===== src/rtl/adpll_lock_monitor.sv =====
// Lock monitor for the ring ADPLL: measures gen_div8 against ref over fixed windows,
// tracks peak phase error, and runs a hysteretic lock FSM.
module adpll_lock_monitor #(
  parameter int unsigned PDET_WIDTH     = 5,
  parameter int unsigned DCO_CC_WIDTH   = 5,
  parameter int unsigned CNT_WIDTH      = 8,
  parameter int unsigned WINDOW         = 64,
  parameter int unsigned FREQ_TOL       = 1,
  parameter int unsigned ERR_TOL        = 3,
  parameter int unsigned LOCK_WINDOWS   = 4,
  parameter int unsigned UNLOCK_WINDOWS = 2,
  parameter int unsigned TIMEOUT        = 4096
) (
  input  logic                    fpga_clk_i,
  input  logic                    reset_i,
  input  logic                    ref_clk_i,
  input  logic                    gen_div8_i,
  input  logic [PDET_WIDTH-1:0]   error_i,
  input  logic [DCO_CC_WIDTH-1:0] dco_cc_i,
  input  logic                    clear_i,
  output logic                    lock_o,
  output logic [1:0]              state_o,
  output logic                    window_valid_o,
  output logic [CNT_WIDTH:0]      freq_diff_o,
  output logic [PDET_WIDTH-1:0]   err_peak_o,
  output logic [DCO_CC_WIDTH-1:0] dco_cc_snap_o,
  output logic                    lost_lock_o
);

  localparam int unsigned CntW = CNT_WIDTH;
  localparam int unsigned FdW  = CNT_WIDTH + 1;
  localparam int unsigned MagW = PDET_WIDTH - 1;
  localparam int unsigned IdW  = $clog2(TIMEOUT + 1);
  localparam int unsigned GcW  = $clog2(LOCK_WINDOWS + 1);
  localparam int unsigned BcW  = $clog2(UNLOCK_WINDOWS + 1);

  localparam logic [1:0] StUnlocked  = 2'd0;
  localparam logic [1:0] StAcquiring = 2'd1;
  localparam logic [1:0] StLocked    = 2'd2;

  logic [2:0]              r_ref_sync;
  logic [2:0]              r_gen_sync;
  logic [CntW-1:0]         r_ref_cnt;
  logic [CntW-1:0]         r_gen_cnt;
  logic [MagW-1:0]         r_peak;
  logic [IdW-1:0]          r_idle_cnt;
  logic [1:0]              r_state;
  logic [GcW-1:0]          r_good_cnt;
  logic [BcW-1:0]          r_bad_cnt;
  logic                    r_lock;
  logic                    r_valid;
  logic [FdW-1:0]          r_fd;
  logic [MagW-1:0]         r_peak_pub;
  logic [DCO_CC_WIDTH-1:0] r_snap;
  logic                    r_lost;

  logic            w_ref_stb;
  logic            w_gen_stb;
  logic [CntW-1:0] w_gen_total;
  logic [FdW-1:0]  w_fd_calc;
  logic [FdW-1:0]  w_fd_abs;
  logic [FdW-1:0]  w_fd_next;
  logic [MagW-1:0] w_err_mag;
  logic [MagW-1:0] w_peak_next;
  logic            w_close;
  logic            w_timeout;
  logic            w_pub;
  logic            w_good;
  logic [1:0]      w_state_d;
  logic [GcW-1:0]  w_good_d;
  logic [BcW-1:0]  w_bad_d;
  logic            w_set_lost;

  // Third flop of each chain is the edge-detect history.
  assign w_ref_stb = r_ref_sync[1] & ~r_ref_sync[2];
  assign w_gen_stb = r_gen_sync[1] & ~r_gen_sync[2];

  assign w_gen_total = (w_gen_stb && (r_gen_cnt != {CntW{1'b1}})) ? r_gen_cnt + CntW'(1)
                                                                    : r_gen_cnt;
  assign w_fd_calc   = {1'b0, w_gen_total} - FdW'(WINDOW);
  assign w_fd_abs    = w_fd_calc[FdW-1] ? (FdW'(0) - w_fd_calc) : w_fd_calc;

  // Most-negative error has no positive twin, so its magnitude saturates.
  always_comb begin
    w_err_mag = error_i[MagW-1:0];
    if (error_i[PDET_WIDTH-1]) begin
      if (error_i[MagW-1:0] == {MagW{1'b0}}) w_err_mag = {MagW{1'b1}};
      else                                   w_err_mag = MagW'(0) - error_i[MagW-1:0];
    end
  end

  assign w_peak_next = (w_err_mag > r_peak) ? w_err_mag : r_peak;

  assign w_close   = w_ref_stb && (r_ref_cnt == CntW'(WINDOW - 1));
  assign w_timeout = !w_ref_stb && (r_idle_cnt == IdW'(TIMEOUT - 1));
  assign w_pub     = w_close | w_timeout;
  assign w_fd_next = w_timeout ? {1'b0, {CntW{1'b1}}} : w_fd_calc;
  assign w_good    = !w_timeout && (w_fd_abs <= FdW'(FREQ_TOL)) &&
                     (w_peak_next <= MagW'(ERR_TOL));

  always_comb begin
    w_state_d  = r_state;
    w_good_d   = r_good_cnt;
    w_bad_d    = r_bad_cnt;
    w_set_lost = 1'b0;
    if (w_pub) begin
      case (r_state)
        StUnlocked: begin
          if (w_good) begin
            w_good_d  = GcW'(1);
            w_bad_d   = '0;
            w_state_d = (LOCK_WINDOWS <= 1) ? StLocked : StAcquiring;
          end
        end
        StAcquiring: begin
          if (w_good) begin
            w_good_d = r_good_cnt + GcW'(1);
            if (w_good_d >= GcW'(LOCK_WINDOWS)) begin
              w_state_d = StLocked;
              w_bad_d   = '0;
            end
          end else begin
            w_state_d = StUnlocked;
            w_good_d  = '0;
          end
        end
        StLocked: begin
          if (w_good) begin
            w_bad_d = '0;
          end else begin
            w_bad_d = r_bad_cnt + BcW'(1);
            if (w_bad_d >= BcW'(UNLOCK_WINDOWS)) begin
              w_state_d  = StUnlocked;
              w_good_d   = '0;
              w_bad_d    = '0;
              w_set_lost = 1'b1;
            end
          end
        end
        default: begin
          w_state_d = StUnlocked;
          w_good_d  = '0;
          w_bad_d   = '0;
        end
      endcase
    end
  end

  always_ff @(posedge fpga_clk_i) begin
    if (!reset_i) begin
      r_ref_sync <= '0;
      r_gen_sync <= '0;
      r_ref_cnt  <= '0;
      r_gen_cnt  <= '0;
      r_peak     <= '0;
      r_idle_cnt <= '0;
      r_state    <= StUnlocked;
      r_good_cnt <= '0;
      r_bad_cnt  <= '0;
      r_lock     <= 1'b0;
      r_valid    <= 1'b0;
      r_fd       <= '0;
      r_peak_pub <= '0;
      r_snap     <= '0;
      r_lost     <= 1'b0;
    end else begin
      r_ref_sync <= {r_ref_sync[1:0], ref_clk_i};
      r_gen_sync <= {r_gen_sync[1:0], gen_div8_i};
      r_valid    <= w_pub;
      if (w_pub) begin
        // Closing-cycle gen strobe is already folded into w_gen_total.
        r_ref_cnt  <= '0;
        r_gen_cnt  <= '0;
        r_peak     <= '0;
        r_idle_cnt <= '0;
        r_fd       <= w_fd_next;
        r_peak_pub <= w_peak_next;
        r_snap     <= dco_cc_i;
      end else begin
        r_ref_cnt  <= r_ref_cnt + CntW'(w_ref_stb);
        r_gen_cnt  <= w_gen_total;
        r_peak     <= w_peak_next;
        r_idle_cnt <= w_ref_stb ? '0 : r_idle_cnt + IdW'(1);
      end
      r_state    <= w_state_d;
      r_good_cnt <= w_good_d;
      r_bad_cnt  <= w_bad_d;
      r_lock     <= (w_state_d == StLocked);
      if (w_set_lost)   r_lost <= 1'b1;
      else if (clear_i) r_lost <= 1'b0;
    end
  end

  assign lock_o         = r_lock;
  assign state_o        = r_state;
  assign window_valid_o = r_valid;
  assign freq_diff_o    = r_fd;
  assign err_peak_o     = {1'b0, r_peak_pub};
  assign dco_cc_snap_o  = r_snap;
  assign lost_lock_o    = r_lost;

endmodule


===== config.mk =====
export PLATFORM = sky130hd
export DESIGN_NAME = adpll_lock_monitor
export DESIGN_NICKNAME = d
export VERILOG_FILES = /design/src/rtl/adpll_lock_monitor.sv
export SDC_FILE = /design/constraint.sdc
export NUM_CORES = 1
export LEC_CHECK = 0
export ABC_AREA = 1
export CORE_ASPECT_RATIO = 1.75
export CORE_MARGIN = 2
export CORE_UTILIZATION = 50
export CTS_CLUSTER_SIZE = 12
export DETAILED_ROUTE_END_ITERATION = 6
export GPL_ROUTABILITY_DRIVEN = 0
export MAX_ROUTING_LAYER = met4
export PLACE_DENSITY = 0.87
export SLEW_MARGIN = 10
export SYNTH_ARGS = -nofsm -noshare
export SYNTH_HDL_FRONTEND = slang
export SYNTH_SLANG_ARGS = --single-unit

===== constraint.sdc =====
create_clock -name fpga_clk_i -period 3.2 [get_ports fpga_clk_i]
set_clock_uncertainty 0.1 [all_clocks]
set_input_delay 0.64 -clock fpga_clk_i [delete_from_list [all_inputs] [get_ports fpga_clk_i]]
set_output_delay 0.64 -clock fpga_clk_i [all_outputs]
set_load 0.02 [all_outputs]

==> metrics.txt <==
yosys warns=0; dpl ws=-0.662 ns; PD cells=505 nW/µm²; 1st-pass router iterations=4; setup ws final=roughly 0.12 ns; worst setup path startpoint=error_i[0]; clock-pin transition on the worst setup and hold timing paths=approximately 0.050 ns; outcome=completed; Mapped Area=3390 µm²; Worst Path Required=around 3.4 ns; CTS tree=built; Final setup viols=0; P_leak=0.00197 µW; slew margin rel.=between 50% and 60%; diode count=0; # nets final=552; fmax=about 320 MHz; sequential area share after synthesis=a little under 40%; CP Data Arrival Time=about 3.3 ns; final worst path period need=approximately 3.1 ns; Syn Area/Cell=just over 7 µm²; Worst Max-Slew Pin Slew=0.708 ns; worst reg2reg startpoint=r_gen_cnt[0]; syn_nets=just under 500; Hold Crit Class=register to register; r2r setup slk=approximately 0.17 ns; I/O Pins=39; starting density of the core=between 50% and 60%; root buf cell=clkbuf_16; VDD IR max=between 300 and 400 µV; # rows=39; crit end category=register; initial antenna violation count=0; drt drc=0; WL final=~8200 µm; Die ar.=roughly 7500 µm²; Final Hold Violating Endpoints=0; Endpoint, Worst Hold=r_gen_sync[1]; first-pass GRT wire length=between 10000 and 15000 µm; setup TNS=0 ns; GRT Total Usage=23.0%; core area=between 6000 and 7000 µm²; crit start category=input pin; Power Total=2280 µW; fraction of layout cells with a size suffix above 1=19.7%; H-tree levels=3; hold wc startpoint=r_gen_sync[0]; reg2reg path depth=19; Vias=3221; buffer depth of the longest clock path=2; Overflow after GRT=0; ratio of final minimum period to clock period=a little over nine tenths; CTS hold repair buffers=0; CP max FO=6; via count of the first global-routing pass=between 3000 and 4000; most common cell after layout, fill and taps aside=nand2_1; post-layout util=69.1%; clock latency on the worst-skew pair=approximately 0.33 ns; port bufs=37; post-route ant nets=0; reg-to-reg endpoint=r_good_cnt[0]; Die Y=113 µm; Cells after Synth=467; most frequent cells in the layout=87 x nand2_1, 68 x nor2_1, 64 x dfxtp_1; total of max-cap violations=0; Sink Count=67; Worst Hold Depth=2; Post-DP HPWL=5610 µm; Routed wire per std cell=13.5 µm; die width=about 66 µm; Pins Over Slew Limit=0; Synth Register Bits=67; CP Class=input pin to register; Synth cell types=38; area delta synth->final=33.2%; initial drt markers=approximately 210; DR vias/cell=around 5.3; largest net degree at the start of global routing=21; CTS Buf Count=9
-- layer usage --
metal  GRT usage, %  vias up  share of wire [%]
met5              -        -                  0
met4           13.2        0                4.3
met2           41.9       98                 55
li1               -     1586                  -
met3           5.86       32                4.4
met1           20.6     1505                 36
-- Yosys cell counts, drive strengths merged --
cell / count / area [µm²]
a21o: 1 / 7.51
a21oi: 14 / 81.3
a22o: 5 / 43.8
a32o: 1 / 10.0
a41oi: 1 / 8.76
and2: 1 / 6.26
buf: 4 / 28.8
clkbuf: 6 / 42.5
clkinv: 1 / 3.75
conb: 1 / 3.75
dfxtp: 67 / 1340
ha: 15 / 188
inv: 61 / 229
nand2: 113 / 457
nand3: 35 / 208
nand3b: 3 / 22.5
nand4: 10 / 62.6
nor2: 83 / 344
nor3: 2 / 10.0
nor3b: 4 / 30.0
nor4: 1 / 6.26
o21a: 1 / 7.51
o21ai: 21 / 113
o21bai: 2 / 15.0
xnor2: 2 / 17.5
xor2: 12 / 105
-- cells by family after synthesis --
family | share of synthesized area (%)
AO/OA/AOI/OAI | 8.45
XOR/XNOR | 3.61
adder cells (fa/ha/maj) | 5.53
buffers and inverters | 8.96
flip-flops | 39.5
other | 0.111
AND/OR/NAND/NOR | 33.8
-- worst max path at each step --
stage	cells after the start	endpoint	slack (ns)
2_1_floorplan	21	r_good_cnt[2]	0.08
3_3_place_gp	24	r_good_cnt[2]	-0.47
3_5_place_dp	22	r_bad_cnt[0]	-0.66
4_1_cts	21	r_good_cnt[2]	0.002
5_1_grt	24	r_good_cnt[0]	-0.05
6_report	24	r_good_cnt[0]	0.12
-- sequential cells by signal (all words and copies together) (netlist names) --
register        flops
dco_cc_snap_o       5
freq_diff_o         9
lock_o              1
lost_lock_o         1
r_bad_cnt           2
r_gen_cnt           8
r_gen_sync          3
r_good_cnt          3
r_idle_cnt         13
r_peak              4
r_peak_pub          4
r_ref_cnt           8
r_ref_sync          3
state_o             2
window_valid_o      1
-- where the power goes --
group	internal [µW]	total (µW)	switching, µW
Combinational	122	302	180
Sequential	853	867	13.9
Clock	762	1110	348
-- area by class of cell --
class	count	area, µm²
Clock buffer	12	236
Sequential cell	67	1350
Tap cell	82	103
Inverter	62	235
Multi-Input combinational cell	328	2000
Clock inverter	4	98.8
Timing Repair Buffer	54	499
Fill cell	477	2020
-- critical path: stages --
cell and delay [ns]:
dlygate4sd2_1 0.22, inv_2 0.05, ha_4 0.16, inv_4 0.06, nor2_4 0.04, nand2_2 0.08, o21ai_2 0.06, ha_1 0.30
inv_1 0.06, nor2_2 0.16, o21bai_4 0.08, nand2_4 0.10, nand2_4 0.08, nand2_4 0.07, nand3_2 0.07, nor2_4 0.10
nand3_2 0.11, nor2_4 0.15, nand3_4 0.15, a21oi_4 0.21, nand2_4 0.09, nand2_2 0.06, nand2_1 0.04, nor2_1 0.09
-- per-stage QoR --
step	area [µm²]	instances	hold WS (ns)
after floorplan	3390	467	0.290
after CTS	4290	606	0.317
after global placement	3900	590	0.292
final	4520	609	0.316
after detailed placement	3900	590	0.305
after global routing	4520	609	0.355
-- repair_timing --
item / CTS / global route
setup endpoints to repair: 9 / 9
setup buffers: 0 / 3
pin swaps: 17 / 22
gates resized for setup: 23 / 55
gates cloned: 0 / 0
Note: power is estimated with default switching activity, not from simulation.
